`src/rtl/mem_port_mux_if.sv`:
```
// mem_port_mux_if
// Single-port memory bus between the port mux and the memory.
//   mem_en    : access strobe for this cycle
//   mem_we    : write strobe (valid with mem_en)
//   mem_addr  : word address
//   mem_wdata : write data
//   mem_rdata : read data, returned by the memory the cycle after a read
// Modports: master = the mux side, slave = the memory side.
interface mem_port_mux_if #(
  parameter int AW = 8,
  parameter int DW = 16
);
  logic          mem_en;
  logic          mem_we;
  logic [AW-1:0] mem_addr;
  logic [DW-1:0] mem_wdata;
  logic [DW-1:0] mem_rdata;

  modport master (
    output mem_en, mem_we, mem_addr, mem_wdata,
    input  mem_rdata
  );

  modport slave (
    input  mem_en, mem_we, mem_addr, mem_wdata,
    output mem_rdata
  );
endinterface

```
`src/rtl/mem_port_mux.sv`:
```
// mem_port_mux
// Steers the master selected by the arbiter grant code onto the shared
// memory port and keeps a beat counter per master, so that a preempted
// multi-beat transfer picks up where it stopped.
// Ports:
//   clk, reset            : clock, synchronous active-low reset
//   accmodule             : grant code (00 none, 01 M1, 10 M2, 11 M3)
//   m{1,2,3}_addr/wdata/we/len : per-master transfer request
//   done                  : one-hot, granted master issues its last beat now
//   rvalid, rdata         : read return, tagged to the master that issued it
//   nb_xfers              : completed transfers, saturating at 0xFFFF
//   mem                   : memory bus (master modport)
module mem_port_mux #(
  parameter int AW = 8,
  parameter int DW = 16,
  parameter int LW = 4
) (
  input  logic          clk,
  input  logic          reset,
  input  logic [1:0]    accmodule,
  input  logic [AW-1:0] m1_addr,
  input  logic [AW-1:0] m2_addr,
  input  logic [AW-1:0] m3_addr,
  input  logic [DW-1:0] m1_wdata,
  input  logic [DW-1:0] m2_wdata,
  input  logic [DW-1:0] m3_wdata,
  input  logic          m1_we,
  input  logic          m2_we,
  input  logic          m3_we,
  input  logic [LW-1:0] m1_len,
  input  logic [LW-1:0] m2_len,
  input  logic [LW-1:0] m3_len,
  output logic [2:0]    done,
  output logic [2:0]    rvalid,
  output logic [DW-1:0] rdata,
  output logic [15:0]   nb_xfers,
  mem_port_mux_if.master mem
);

  logic [LW-1:0] cnt_q [3];
  logic [LW-1:0] cnt_d [3];
  logic [LW-1:0] len_q [3];
  logic [LW-1:0] len_d [3];
  logic [15:0]   nb_xfers_q, nb_xfers_d;
  logic [2:0]    rvalid_q, rvalid_d;
  logic [DW-1:0] rdata_q, rdata_d;

  logic          active;
  logic [1:0]    idx;
  logic [2:0]    grant_oh;
  logic [AW-1:0] sel_addr;
  logic [DW-1:0] sel_wdata;
  logic          sel_we;
  logic [LW-1:0] sel_len;
  logic [LW-1:0] cur_cnt;
  logic [LW-1:0] eff_len;
  logic          last_beat;

  // Grant decode and request select. A beat only happens out of reset.
  always_comb begin
    idx       = 2'd0;
    grant_oh  = 3'b000;
    sel_addr  = '0;
    sel_wdata = '0;
    sel_we    = 1'b0;
    sel_len   = '0;
    case (accmodule)
      2'b01: begin
        idx = 2'd0; grant_oh = 3'b001;
        sel_addr = m1_addr; sel_wdata = m1_wdata; sel_we = m1_we; sel_len = m1_len;
      end
      2'b10: begin
        idx = 2'd1; grant_oh = 3'b010;
        sel_addr = m2_addr; sel_wdata = m2_wdata; sel_we = m2_we; sel_len = m2_len;
      end
      2'b11: begin
        idx = 2'd2; grant_oh = 3'b100;
        sel_addr = m3_addr; sel_wdata = m3_wdata; sel_we = m3_we; sel_len = m3_len;
      end
      default: ;
    endcase
    active  = reset && (accmodule != 2'b00);
    cur_cnt = cnt_q[idx];
    // The live length only matters on beat 0; afterwards the latched length
    // rules, so a requester changing len mid-transfer has no effect.
    if (cur_cnt == '0) begin
      eff_len = (sel_len == '0) ? LW'(1) : sel_len;
    end else begin
      eff_len = len_q[idx];
    end
    last_beat = (cur_cnt == eff_len - LW'(1));
  end

  // Memory port and done are zero-latency so the arbiter can react to done
  // in the same cycle as the grant.
  always_comb begin
    mem.mem_en    = active;
    mem.mem_we    = active && sel_we;
    mem.mem_addr  = active ? (sel_addr + AW'(cur_cnt)) : '0;
    mem.mem_wdata = active ? sel_wdata : '0;
    done          = (active && last_beat) ? grant_oh : 3'b000;
  end

  // Next-state: only the granted master's counter moves; the others hold.
  // rdata_q follows mem_rdata while a return is in flight so the output
  // keeps the last returned word once rvalid drops.
  always_comb begin
    cnt_d      = cnt_q;
    len_d      = len_q;
    nb_xfers_d = nb_xfers_q;
    rvalid_d   = 3'b000;
    rdata_d    = rdata_q;
    if (rvalid_q != 3'b000) begin
      rdata_d = mem.mem_rdata;
    end
    if (active) begin
      if (cur_cnt == '0) begin
        len_d[idx] = eff_len;
      end
      if (last_beat) begin
        cnt_d[idx] = '0;
        if (nb_xfers_q != 16'hFFFF) begin
          nb_xfers_d = nb_xfers_q + 16'd1;
        end
      end else begin
        cnt_d[idx] = cur_cnt + LW'(1);
      end
      if (!sel_we) begin
        rvalid_d = grant_oh;
      end
    end
  end

  always_ff @(posedge clk) begin
    if (!reset) begin
      for (int i = 0; i < 3; i++) begin
        cnt_q[i] <= '0;
        len_q[i] <= '0;
      end
      nb_xfers_q <= '0;
      rvalid_q   <= 3'b000;
      rdata_q    <= '0;
    end else begin
      cnt_q      <= cnt_d;
      len_q      <= len_d;
      nb_xfers_q <= nb_xfers_d;
      rvalid_q   <= rvalid_d;
      rdata_q    <= rdata_d;
    end
  end

  // The memory returns read data during the cycle after the read beat, so
  // that word is passed straight through while rvalid is high.
  assign rvalid   = rvalid_q;
  assign rdata    = (rvalid_q != 3'b000) ? mem.mem_rdata : rdata_q;
  assign nb_xfers = nb_xfers_q;

endmodule
```
`src/flat_wrapper.sv`:
```
// flat-port wrapper written by rule: the top's interface ports become plain ports
module mem_port_mux_flat 
#(
  parameter int AW = 8,
  parameter int DW = 16,
  parameter int LW = 4
)
  (clk, reset, accmodule, m1_addr, m2_addr, m3_addr, m1_wdata, m2_wdata, m3_wdata, m1_we, m2_we, m3_we, m1_len, m2_len, m3_len, done, rvalid, rdata, nb_xfers, mem_mem_en, mem_mem_we, mem_mem_addr, mem_mem_wdata, mem_mem_rdata);
  mem_port_mux_if #(.AW(AW), .DW(DW)) mem_i ();
  input  logic clk;
  input  logic reset;
  input  logic [1:0] accmodule;
  input  logic [AW-1:0] m1_addr;
  input  logic [AW-1:0] m2_addr;
  input  logic [AW-1:0] m3_addr;
  input  logic [DW-1:0] m1_wdata;
  input  logic [DW-1:0] m2_wdata;
  input  logic [DW-1:0] m3_wdata;
  input  logic m1_we;
  input  logic m2_we;
  input  logic m3_we;
  input  logic [LW-1:0] m1_len;
  input  logic [LW-1:0] m2_len;
  input  logic [LW-1:0] m3_len;
  output logic [2:0] done;
  output logic [2:0] rvalid;
  output logic [DW-1:0] rdata;
  output logic [15:0] nb_xfers;
  output wire logic [$bits(mem_i.mem_en)-1:0] mem_mem_en;
  output wire logic [$bits(mem_i.mem_we)-1:0] mem_mem_we;
  output wire logic [$bits(mem_i.mem_addr)-1:0] mem_mem_addr;
  output wire logic [$bits(mem_i.mem_wdata)-1:0] mem_mem_wdata;
  input wire logic [$bits(mem_i.mem_rdata)-1:0] mem_mem_rdata;
  assign mem_mem_en = mem_i.mem_en;
  assign mem_mem_we = mem_i.mem_we;
  assign mem_mem_addr = mem_i.mem_addr;
  assign mem_mem_wdata = mem_i.mem_wdata;
  assign mem_i.mem_rdata = mem_mem_rdata;
  mem_port_mux #(.AW(AW), .DW(DW), .LW(LW)) u_core (.clk(clk), .reset(reset), .accmodule(accmodule), .m1_addr(m1_addr), .m2_addr(m2_addr), .m3_addr(m3_addr), .m1_wdata(m1_wdata), .m2_wdata(m2_wdata), .m3_wdata(m3_wdata), .m1_we(m1_we), .m2_we(m2_we), .m3_we(m3_we), .m1_len(m1_len), .m2_len(m2_len), .m3_len(m3_len), .done(done), .rvalid(rvalid), .rdata(rdata), .nb_xfers(nb_xfers), .mem(mem_i));
endmodule
```
`config.mk`:
```
export PLATFORM = sky130hd
export DESIGN_NAME = mem_port_mux_flat
export DESIGN_NICKNAME = d
export VERILOG_FILES = /design/src/rtl/mem_port_mux_if.sv /design/src/rtl/mem_port_mux.sv /design/src/flat_wrapper.sv
export SDC_FILE = /design/constraint.sdc
export NUM_CORES = 1
export LEC_CHECK = 0
export ABC_CLOCK_PERIOD_IN_PS = 6400
export BUFFER_PORTS_ARGS = -buffer_cell sky130_fd_sc_hd__clkbuf_2
export CORE_MARGIN = 1
export CORE_UTILIZATION = 48
export DETAILED_ROUTE_END_ITERATION = 12
export GPL_TIMING_DRIVEN = 1
export PLACE_DENSITY = 0.83
export RECOVER_POWER = 50
export SKIP_CTS_REPAIR_TIMING = 1
export SYNTH_ARGS = -nofsm -noshare
export SYNTH_HDL_FRONTEND = slang
export SYNTH_SLANG_ARGS = --single-unit
```
`constraint.sdc`:
```
create_clock -name clk -period 6.4 [get_ports clk]
set_clock_uncertainty 0.15 [all_clocks]
set_input_delay 1.6 -clock clk [delete_from_list [all_inputs] [get_ports clk]]
set_output_delay 1.6 -clock clk [all_outputs]
set_load 0.005 [all_outputs]
```
# Word level (Yosys, flattened, before mapping)
# Index checks and enable logic that the tools add are counted.
[totals] regBits=59 in_bits=107 out_inout_bits=64 word_cells=59
[op_classes] add_sub_neg=4 magnitude_cmp=2 n_eq_ne=5 mux=23 bitwise=5 n_reduce_logical=11
[op_table] operator="$pmux W16 S3" count=1
[op_table] operator="$mux W16" count=2
[op_table] operator="$mux W4" count=7
[op_table] operator="$bwmux W12" count=2
[op_table] operator="$pmux W8 S3" count=1
[op_table] operator="$add A16 B1 Y16 const B" count=1
[op_table] operator="$bmux W4 S2" count=2
[op_table] operator="$ne A16 B16 Y1 const B" count=1
[op_table] operator="$and A12 B12 Y12" count=1
[op_table] operator="$mux W12" count=1
[op_table] operator="$not A12 Y12" count=1
[op_table] operator="$pmux W4 S3" count=1
[op_table] operator="$pmux W3 S3" count=1
[op_table] operator="$add A8 B4 Y8" count=1
[op_table] operator="$demux W4 S2" count=1
[op_table] operator="$logic_not A4 Y1" count=2
[op_table] operator="$mux W8" count=1
[op_table] operator="$add A4 B1 Y4 const B" count=1
[op_table] operator="$eq A2 B2 Y1 const B" count=2
[op_table] operator="$eq A4 B4 Y1" count=1
[op_table] operator="$logic_and A1 B1 Y1" count=4
[op_table] operator="$pmux W2 S2" count=1
[op_table] operator="$sub A4 B1 Y4 const B" count=1
[op_table] operator="$ge A3 B3 Y1 const B" count=1
[op_table] operator="11 further kinds" count=12

# Logic depth before layout (Yosys ltp)
# Gate-level depths: netlist of the first run.
[depth] depth_word=12 mapped_depth=16 mapped_depth_nobuf=13

# Least setup slack after synthesis of the first run
# No wires, ideal clock.
[synth_path] path_kind="input to output" start="input port accmodule[1]" end="output port done[0]" arrival_ps=4237 required_ps=4650 setup_slack_ps=413 path_stages=15 n_path_buf=2 cell_sequence="buf_2 -> buf_2 -> nor2_1 -> a21oi_1 -> inv_1 -> ha_1 -> nand3_2 -> mux2i_1 -> inv_1 -> ha_1 -> xnor2_1 -> xnor2_1 -> nand2_1 -> nor2_1 -> and3_1"
[synth_between] elab_chain_len=12 word_cells_on_any_way=23 cone_classes="1 x add/sub; 4 x eq/ne; 12 x mux; 1 x bitwise; 5 x reduce/logical"
[synth_rtl] element="from (decl)" line="flat_wrapper.sv:12" text="input logic [1:0] accmodule;"
[synth_rtl] element="$eq A2 B2 Y1" line="mem_port_mux.sv:67" text="case (accmodule)"
[synth_rtl] element="$pmux W2 S2" line="mem_port_mux.sv:67"
[synth_rtl] element="$not A2 Y3 (not written as such)" line="mem_port_mux.sv:83, mem_port_mux.sv:89"
[synth_rtl] element="$bmux W4 S2" line="mem_port_mux.sv:83" text="cur_cnt = cnt_q[idx];"
[synth_rtl] element="$mux W4 (not written as such) (2 in a row)" line="mem_port_mux.sv:83"
[synth_rtl] element="$logic_not A4 Y1" line="mem_port_mux.sv:86" text="if (cur_cnt == '0) begin"
[synth_rtl] element="$mux W4" line="mem_port_mux.sv:86"
[synth_rtl] element="$sub A4 B1 Y4" line="mem_port_mux.sv:91" text="last_beat = (cur_cnt == eff_len - LW'(1));"
[synth_rtl] element="$eq A4 B4 Y1" line="mem_port_mux.sv:91"
[synth_rtl] element="$logic_and A1 B1 Y1" line="mem_port_mux.sv:101" text="done = (active && last_beat) ? grant_oh : 3'b000;"
[synth_rtl] element="$mux W3 *" line="mem_port_mux.sv:101"
[synth_rtl] element="to (decl)" line="flat_wrapper.sv:25" text="output logic [2:0] done;"
# Mark *: on every way between the ends. The rest lies on a longest branch, timed or not. The select of a mux whose other input is x is not followed.

# Worst setup path after layout of the first run
[layout_path] start="input port accmodule[0]" end="output port done[2]"
# The elaborated chain is that of the path after synthesis.

==> flow_summary_export.csv, run 1 <==
group,metric,value,unit
clock_network,clkLatencyLatePin,330,ps
synth,synth_area_leaders,"dfxtp_1 31%, mux2i_1 14%, nor2_1 5.9%, mux2_2 5.1%, a21oi_1 4.5%",
grt,grt_use_met3,6.48,%
timing,tns,0,ps
layout,drive_gt1_share,33.2,%
timing,tightest_slew,2080,ps
detailed_routing,viasPerCell,5.46,
pwr,cellPowerDensity,197,nW/um^2
synth,synth_ff_type,"dfxtp_1",
timing,final-max-slew-violation-count,17,
worst_setup_path,endpoint,"done[2]",
pwr,ir_drop,0.115,mV
placement,placed_cells,706,
timing,slew_headroom,-39.8,%
clock_network,htree_levels,3,
worst_setup_path,cp_max_fo,9,
worst_setup_path,worstReg2RegStart,"u_core.cnt_q[0]",
worst_setup_path,rr_worst_depth,13,
grt,grt_pass1_vias,3794,
synth,synth.distinct_cells,51,
placement,placement.io_buffers,170,
worst_setup_path,r2r_setup_slack,2360,ps
die,core_area,7410,sq um
worst_setup_path,endpoint_kind,"output port",
clock_network,cts.sinks,59,
detailed_routing,drc_errors,0,
synth,synth_top_cell_area_share,31.3,%
timing,hold_viol,0,
worst_setup_path,r2r-end,"u_core.nb_xfers[12]",
worst_setup_path,cp_cell_sequence,"clkbuf_2, buf_4, mux2i_1, o21a_1, nand3_2, mux2i_2, inv_1, ha_1, xnor2_1, xnor2_1, nand2_1, nor4_1, clkbuf_2",
timing,finalCritPeriodShare,96.6,%
timing,period_needed,6180,ps
worst_setup_path,cp_data_arrival_time,4430,ps
die,die_area,8210,sq um
detailed_routing,wl_per_cell,14.5,um
grt,grt_most_used_layer,"met2",
grt,grt_util_met2,45.5,%
clock_network,cts_made_buffers,9,
synth,synth-warning-count,0,
timing,setup_viol,0,
worst_setup_path,worstSetupStartpoint,"accmodule[0]",
layout,syn_to_final_growth,29.8,%
grt,grt_max_degree,50,
placement,gp_congestion,0.871,
synth,syn_area_per_cell,8.34,sq um
timing,clock.fmax,162,MHz
synth,synthCells,452,
synth,yosysSeqAreaShare,31.3,%
detailed_routing,drtIter0Drc,125,
grt,antenna_found_initial,0,
synth,yosysTopAreaCell,"dfxtp_1",
layout,instances_no_fill,722,
grt,grt-ovfl-total,0,
hold_path,whs_path_depth,2,
outcome,violations,"capacitance limit, slew limit",
timing,rsz0062_at_grt,"no",
layout,finish.utilization,66.1,%
grt,grtUsageTotal,25.6,%
hold_path,hold_class,"reg2reg",
grt,grt_pass1_wl,17.0,mm
outcome,outcome,"finished, violations left",
die,initial_core_util,50.9,%
die,row_count,31,
die,die_w,90.6,um
worst_setup_path,crit_type,"in2out",
worst_setup_path,start_kind,"input port",
grt,grt_util_met1,27.9,%
detailed_routing,drtAntennaViolNets,0,
synth,async_flop_share,0,%
flow_run,maxCapViolations,1,
layout,n_antenna_cell,0,
placement,dp_hpwl,7.99,mm
synth,ys_ff_latch,59,
worst_setup_path,worstPathRequired,4650,ps
clock_network,cts_tree,"built",
synth,syn-cell-area,3770,sq um
clock_network,cts-root-buf,"clkbuf_8",
die,die_h,90.6,um
pwr,power.leakage,2.30,nW
die,io_pins,171,
synth,synth_enable_flop_cells,0,
detailed_routing,vias,3945,
synth,synth_fp_nets,568,
layout,num-fill-cells,628,
worst_setup_path,crit_path_top_delay_cell,"mux2i_2",
clock_network,cts_max_path_buffers,2,
detailed_routing,first_pass_iters,6,
layout,finalNetCount,734,
detailed_routing,routed_wl,10.5,mm
clock_network,clk_pin_slew,60,ps
worst_setup_path,critPathMaxStageDelay,330,ps
[final cells by class]
cell class | instances | area [sq um] | area share [%]
clock buffers | 11 | 141 | 2.89
repair buffers | 186 | 952 | 19.5
well taps | 99 | 124 | 2.53
flip-flops and latches | 59 | 1180 | 24.1
clock inverters | 5 | 52.6 | 1.07
multi-input cells | 352 | 2400 | 49.1
inverters | 10 | 37.5 | 0.767
[state kept, by name, summed over array words and instances, names as in the netlist]
signal and cells:
u_core.nb_xfers 16, u_core.rdata_q 16, u_core.cnt_q 12, u_core.len_q 12
u_core.rvalid 3
[layer usage]
metal  vias to the layer above  share of wire (%)
li1                       1927                  -
met4                         0                3.7
met5                         -                  0
met2                       207                 50
met3                        34                7.5
met1                      1777                 39
[report_power, final]
group	switching [mW]	leakage, nW	internal, mW
Combinational	0.136	1.72	0.107
Sequential	0.00645	0.479	0.381
Clock	0.146	0.0991	0.188
Total	0.289	2.30	0.676
[placed cells by master, fill, tap and decap left out, types with 10 or more instances in the layout]
| cell | instances |
|---|---|
| clkbuf_8 | 10 |
| buf_4 | 15 |
| nor2_1 | 59 |
| inv_1 | 10 |
| mux2i_1 | 51 |
| mux2_1 | 18 |
| a21oi_1 | 34 |
| clkbuf_1 | 13 |
| nand3_1 | 19 |
| dfxtp_1 | 59 |
| nand2_1 | 34 |
| o21ai_0 | 10 |
| clkbuf_2 | 158 |
| and2_1 | 18 |
| o31ai_1 | 13 |
[cells by family after synthesis]
| logic type | count (synthesis) | share of synthesized area (%) |
|---|---|---|
| AOI/OAI and AO/OA | 80 | 13.2 |
| xor gates and xnor gates | 11 | 2.56 |
| adders and majority gates | 9 | 3.19 |
| buffers and inverters | 41 | 5.01 |
| DFF | 59 | 31.3 |
| muxes | 73 | 20.2 |
| and+or+nand+nor | 179 | 24.5 |
[worst max-delay path, delay by kind of cell]
kind / cells / cell delay (ps)
adders and majority gates: 1 / 240
xor gates and xnor gates: 2 / 340
buffers and inverters: 4 / 770
muxes: 2 / 650
and+or+nand+nor: 3 / 600
AOI/OAI and AO/OA: 1 / 220
[metrics by stage]
step / power (mW) / cell area (sq um) / hold WS (ps) / setup WS (ps)
6_report: 0.965 / 4890 / 305 / 220
5_1_grt: 1.02 / 4890 / 337 / 9.68
4_1_cts: 0.972 / 4910 / 307 / 204
3_5_place_dp: 0.639 / 4720 / 302 / 315
3_3_place_gp: 0.631 / 4720 / 293 / 469
2_1_floorplan: 0.551 / 3770 / 286 / 413
[worst min-delay path by stage]
stage	start	end	slack, ps
floorplan	u_core.len_q[10]	u_core.len_q[10]	290
detailed placement	u_core.len_q[10]	u_core.len_q[10]	300
global route	u_core.len_q[11]	u_core.len_q[11]	340
finish	u_core.len_q[10]	u_core.len_q[10]	310
CTS	u_core.len_q[10]	u_core.len_q[10]	310
global placement	u_core.len_q[10]	u_core.len_q[10]	290
[synth_stat cells, drive strengths merged, types with 7 or more instances]
| cell | n |
|---|---|
| nand2b | 8 |
| mux2 | 21 |
| buf | 13 |
| and2 | 18 |
| mux2i | 52 |
| nand3 | 20 |
| nor4 | 7 |
| a21oi | 34 |
| xnor2 | 8 |
| nor2 | 59 |
| dfxtp | 59 |
| clkbuf | 18 |
| nand2 | 34 |
| nor3 | 8 |
| o21ai | 11 |
| inv | 10 |
| ha | 8 |
| o31ai | 13 |
Note: power is estimated with default switching activity, not from simulation.
==> run 2: changes to the inputs <==
--- a/config.mk
+++ b/config.mk
@@ -5,13 +5,13 @@
 export SDC_FILE = /design/constraint.sdc
 export NUM_CORES = 1
 export LEC_CHECK = 0
-export ABC_CLOCK_PERIOD_IN_PS = 6400
+export ABC_CLOCK_PERIOD_IN_PS = 6500
 export BUFFER_PORTS_ARGS = -buffer_cell sky130_fd_sc_hd__clkbuf_2
 export CORE_MARGIN = 1
-export CORE_UTILIZATION = 48
+export CORE_UTILIZATION = 25
 export DETAILED_ROUTE_END_ITERATION = 12
 export GPL_TIMING_DRIVEN = 1
-export PLACE_DENSITY = 0.83
+export PLACE_DENSITY = 0.49
 export RECOVER_POWER = 50
 export SKIP_CTS_REPAIR_TIMING = 1
 export SYNTH_ARGS = -nofsm -noshare
==> constraint.sdc (replaced) <==
create_clock -name clk -period 6.5 [get_ports clk]
set_clock_uncertainty 0.15 [all_clocks]
set_input_delay 1.625 -clock clk [delete_from_list [all_inputs] [get_ports clk]]
set_output_delay 1.625 -clock clk [all_outputs]
set_load 0.005 [all_outputs]
==> run 2 against run 1 <==
Sequential share of layout area fell by 0.86 points. Setup slack improved by 8.8 ps. Global-route usage fell by 11 points. Critical path type unchanged. Die area rose by 90%. Critical endpoint is now done[0]. Via count fell by 2.1%. Combinational power barely moved. Cell count rose by 12%. Utilization fell by 31 points. Cell area rose by 3.7%. Clock power rose by 26%. First-iteration DRC count rose by 70%. Largest cell class unchanged. Total power rose by 8.8%. The run ends with DRC, capacitance limit, slew limit left.
==> flow_summary_export.csv, run 2 (synthesized netlist as in run 1, its figures left out) <==
group,metric,value,unit
worst_setup_path,worstSetupStartpoint,"accmodule[0]",
clock_network,cts-root-buf,"clkbuf_16",
die,die_area,15600,sq um
die,io_pins,171,
timing,tightest_slew,1680,ps
placement,placed_cells,792,
detailed_routing,first_pass_iters,8,
timing,final-max-slew-violation-count,44,
worst_setup_path,crit_type,"in2out",
worst_setup_path,critPathBufInv,3,
worst_setup_path,path_delay_family,"simple AND/OR/NAND/NOR gates",
outcome,outcome,"finished, violations left",
grt,grt_pass1_vias,3826,
layout,layout_common_cells,"159 x clkbuf_2, 59 x nor2_1, 59 x dfxtp_1",
worst_setup_path,worstPathRequired,4720,ps
worst_setup_path,cp.depth,15,
detailed_routing,viasPerCell,4.78,
grt,grt-ovfl-total,0,
timing,fin_ws,229,ps
timing,tns,0,ps
worst_setup_path,critPathMaxStageDelay,340,ps
worst_setup_path,cp_max_fo,13,
worst_setup_path,endpoint_kind,"output port",
worst_setup_path,rr_worst_depth,13,
layout,multi_input_area,2410,sq um
flow_run,maxCapViolations,1,
hold_path,hold_class,"reg2reg",
grt,grt_max_degree,44,
timing,hold_viol,0,
clock_network,clkLatencyLatePin,320,ps
detailed_routing,wl_per_cell,14.4,um
pwr,cellPowerDensity,207,nW/um^2
placement,dp_hpwl,9.19,mm
timing,finalCritPeriodShare,96.5,%
worst_setup_path,cp_cell_sequence,"clkbuf_2, mux2i_1, nor2_1, a21oi_1, ha_1, nand3_2, mux2i_1, inv_1, ha_1, xnor2_1, xnor2_1, nand2_1, nor2_1, and3_1, clkbuf_2",
worst_setup_path,r2r_setup_slack,2600,ps
worst_setup_path,crit_path_top_delay_cell,"clkbuf_2",
worst_setup_path,cp_data_arrival_time,4500,ps
layout,num-fill-cells,1550,
detailed_routing,routed_wl,11.7,mm
die,die_w,125,um
grt,grt_pass1_wl,18.8,mm
hold_path,whs_path_depth,2,
timing,setup_viol,0,
detailed_routing,vias,3861,
clock_network,cts_tree,"built",
placement,pre_cts_ws,280,ps
worst_setup_path,endpoint,"done[0]",
timing,slew_headroom,-11.8,%
die,core_area,14600,sq um
timing,fin_hold_ws,305,ps
layout,finish.utilization,34.6,%
grt,antenna_found_initial,1,
layout,finalNetCount,735,
layout,instances_no_fill,808,
detailed_routing,drc_errors,14,
worst_setup_path,worstReg2RegStart,"u_core.cnt_q[0]",
worst_setup_path,r2r-end,"u_core.nb_xfers[6]",
placement,placement.io_buffers,170,
die,initial_core_util,25.7,%
grt,grtUsageTotal,15.0,%
timing,clock.fmax,159,MHz
die,die_h,125,um
clock_network,clk_pin_slew,60,ps
layout,syn_to_final_growth,34.6,%
layout,final-seq-area,1180,sq um
clock_network,cts_made_buffers,9,
worst_setup_path,start_kind,"input port",
pwr,ir_drop,0.105,mV
outcome,violations,"DRC, capacitance limit, slew limit",
die,row_count,44,
pwr,power.leakage,2.32,nW
layout,n_antenna_cell,0,
timing,period_needed,6270,ps
detailed_routing,drtAntennaViolNets,0,
timing,rsz0062_at_grt,"no",
placement,gp_congestion,0.816,
clock_network,cts.sinks,59,
clock_network,htree_levels,3,
layout,drive_gt1_share,35.7,%
detailed_routing,drtIter0Drc,212,
clock_network,cts_max_path_buffers,2,
layout,final_common_cell,"clkbuf_2",
## run 2: power breakdown
part	switching (mW)	internal (mW)
Sequential	0.00609	0.376
Combinational	0.138	0.108
Clock	0.168	0.254
Total	0.312	0.738
## run 2: area by class of cell
type | count | share of cell area [%]
clock buffers | 10 | 4.51
clock inverters | 6 | 0.641
inverters | 10 | 0.740
multi-input cells | 352 | 47.4
flip-flops and latches | 59 | 23.3
well taps | 184 | 4.54
repair buffers | 187 | 18.9
## run 2: how the worst min path moves through the flow
stage | startpoint | end | slack, ps
after CTS | u_core.len_q[10] | u_core.len_q[10] | 310
after floorplan | u_core.len_q[10] | u_core.len_q[10] | 290
after detailed placement | u_core.len_q[9] | u_core.len_q[9] | 300
final | u_core.len_q[10] | u_core.len_q[10] | 310
after global placement | u_core.len_q[10] | u_core.len_q[10] | 300
after global routing | u_core.len_q[9] | u_core.len_q[9] | 320
## run 2: per-layer routing
metal	vias up	global-route usage, %	part of all wire (%)
met3	12	4.04	6.6
li1	1938	-	-
met4	0	5.16	1.9
met5	-	0	0
met1	1764	17.4	43
met2	147	26.5	48
## run 2: worst register-to-register path, stage by stage, from the launching register on
cell and delay, ps:
dfxtp_1 340, mux2i_1 80, a21oi_1 190, inv_1 90, ha_1 250, nand3_2 160
mux2i_1 260, inv_1 120, ha_1 230, xnor2_1 180, xnor2_1 170, nand3_1 700
or4_1 750, a21oi_1 150
## run 2: per-stage QoR
| step | power [mW] | cell area (sq um) |
|---|---|---|
| 2_1_floorplan | 0.542 | 3770 |
| 3_3_place_gp | 0.636 | 4830 |
| 3_5_place_dp | 0.639 | 4830 |
| 4_1_cts | 1.07 | 5090 |
| 5_1_grt | 1.11 | 5070 |
| 6_report | 1.05 | 5070 |
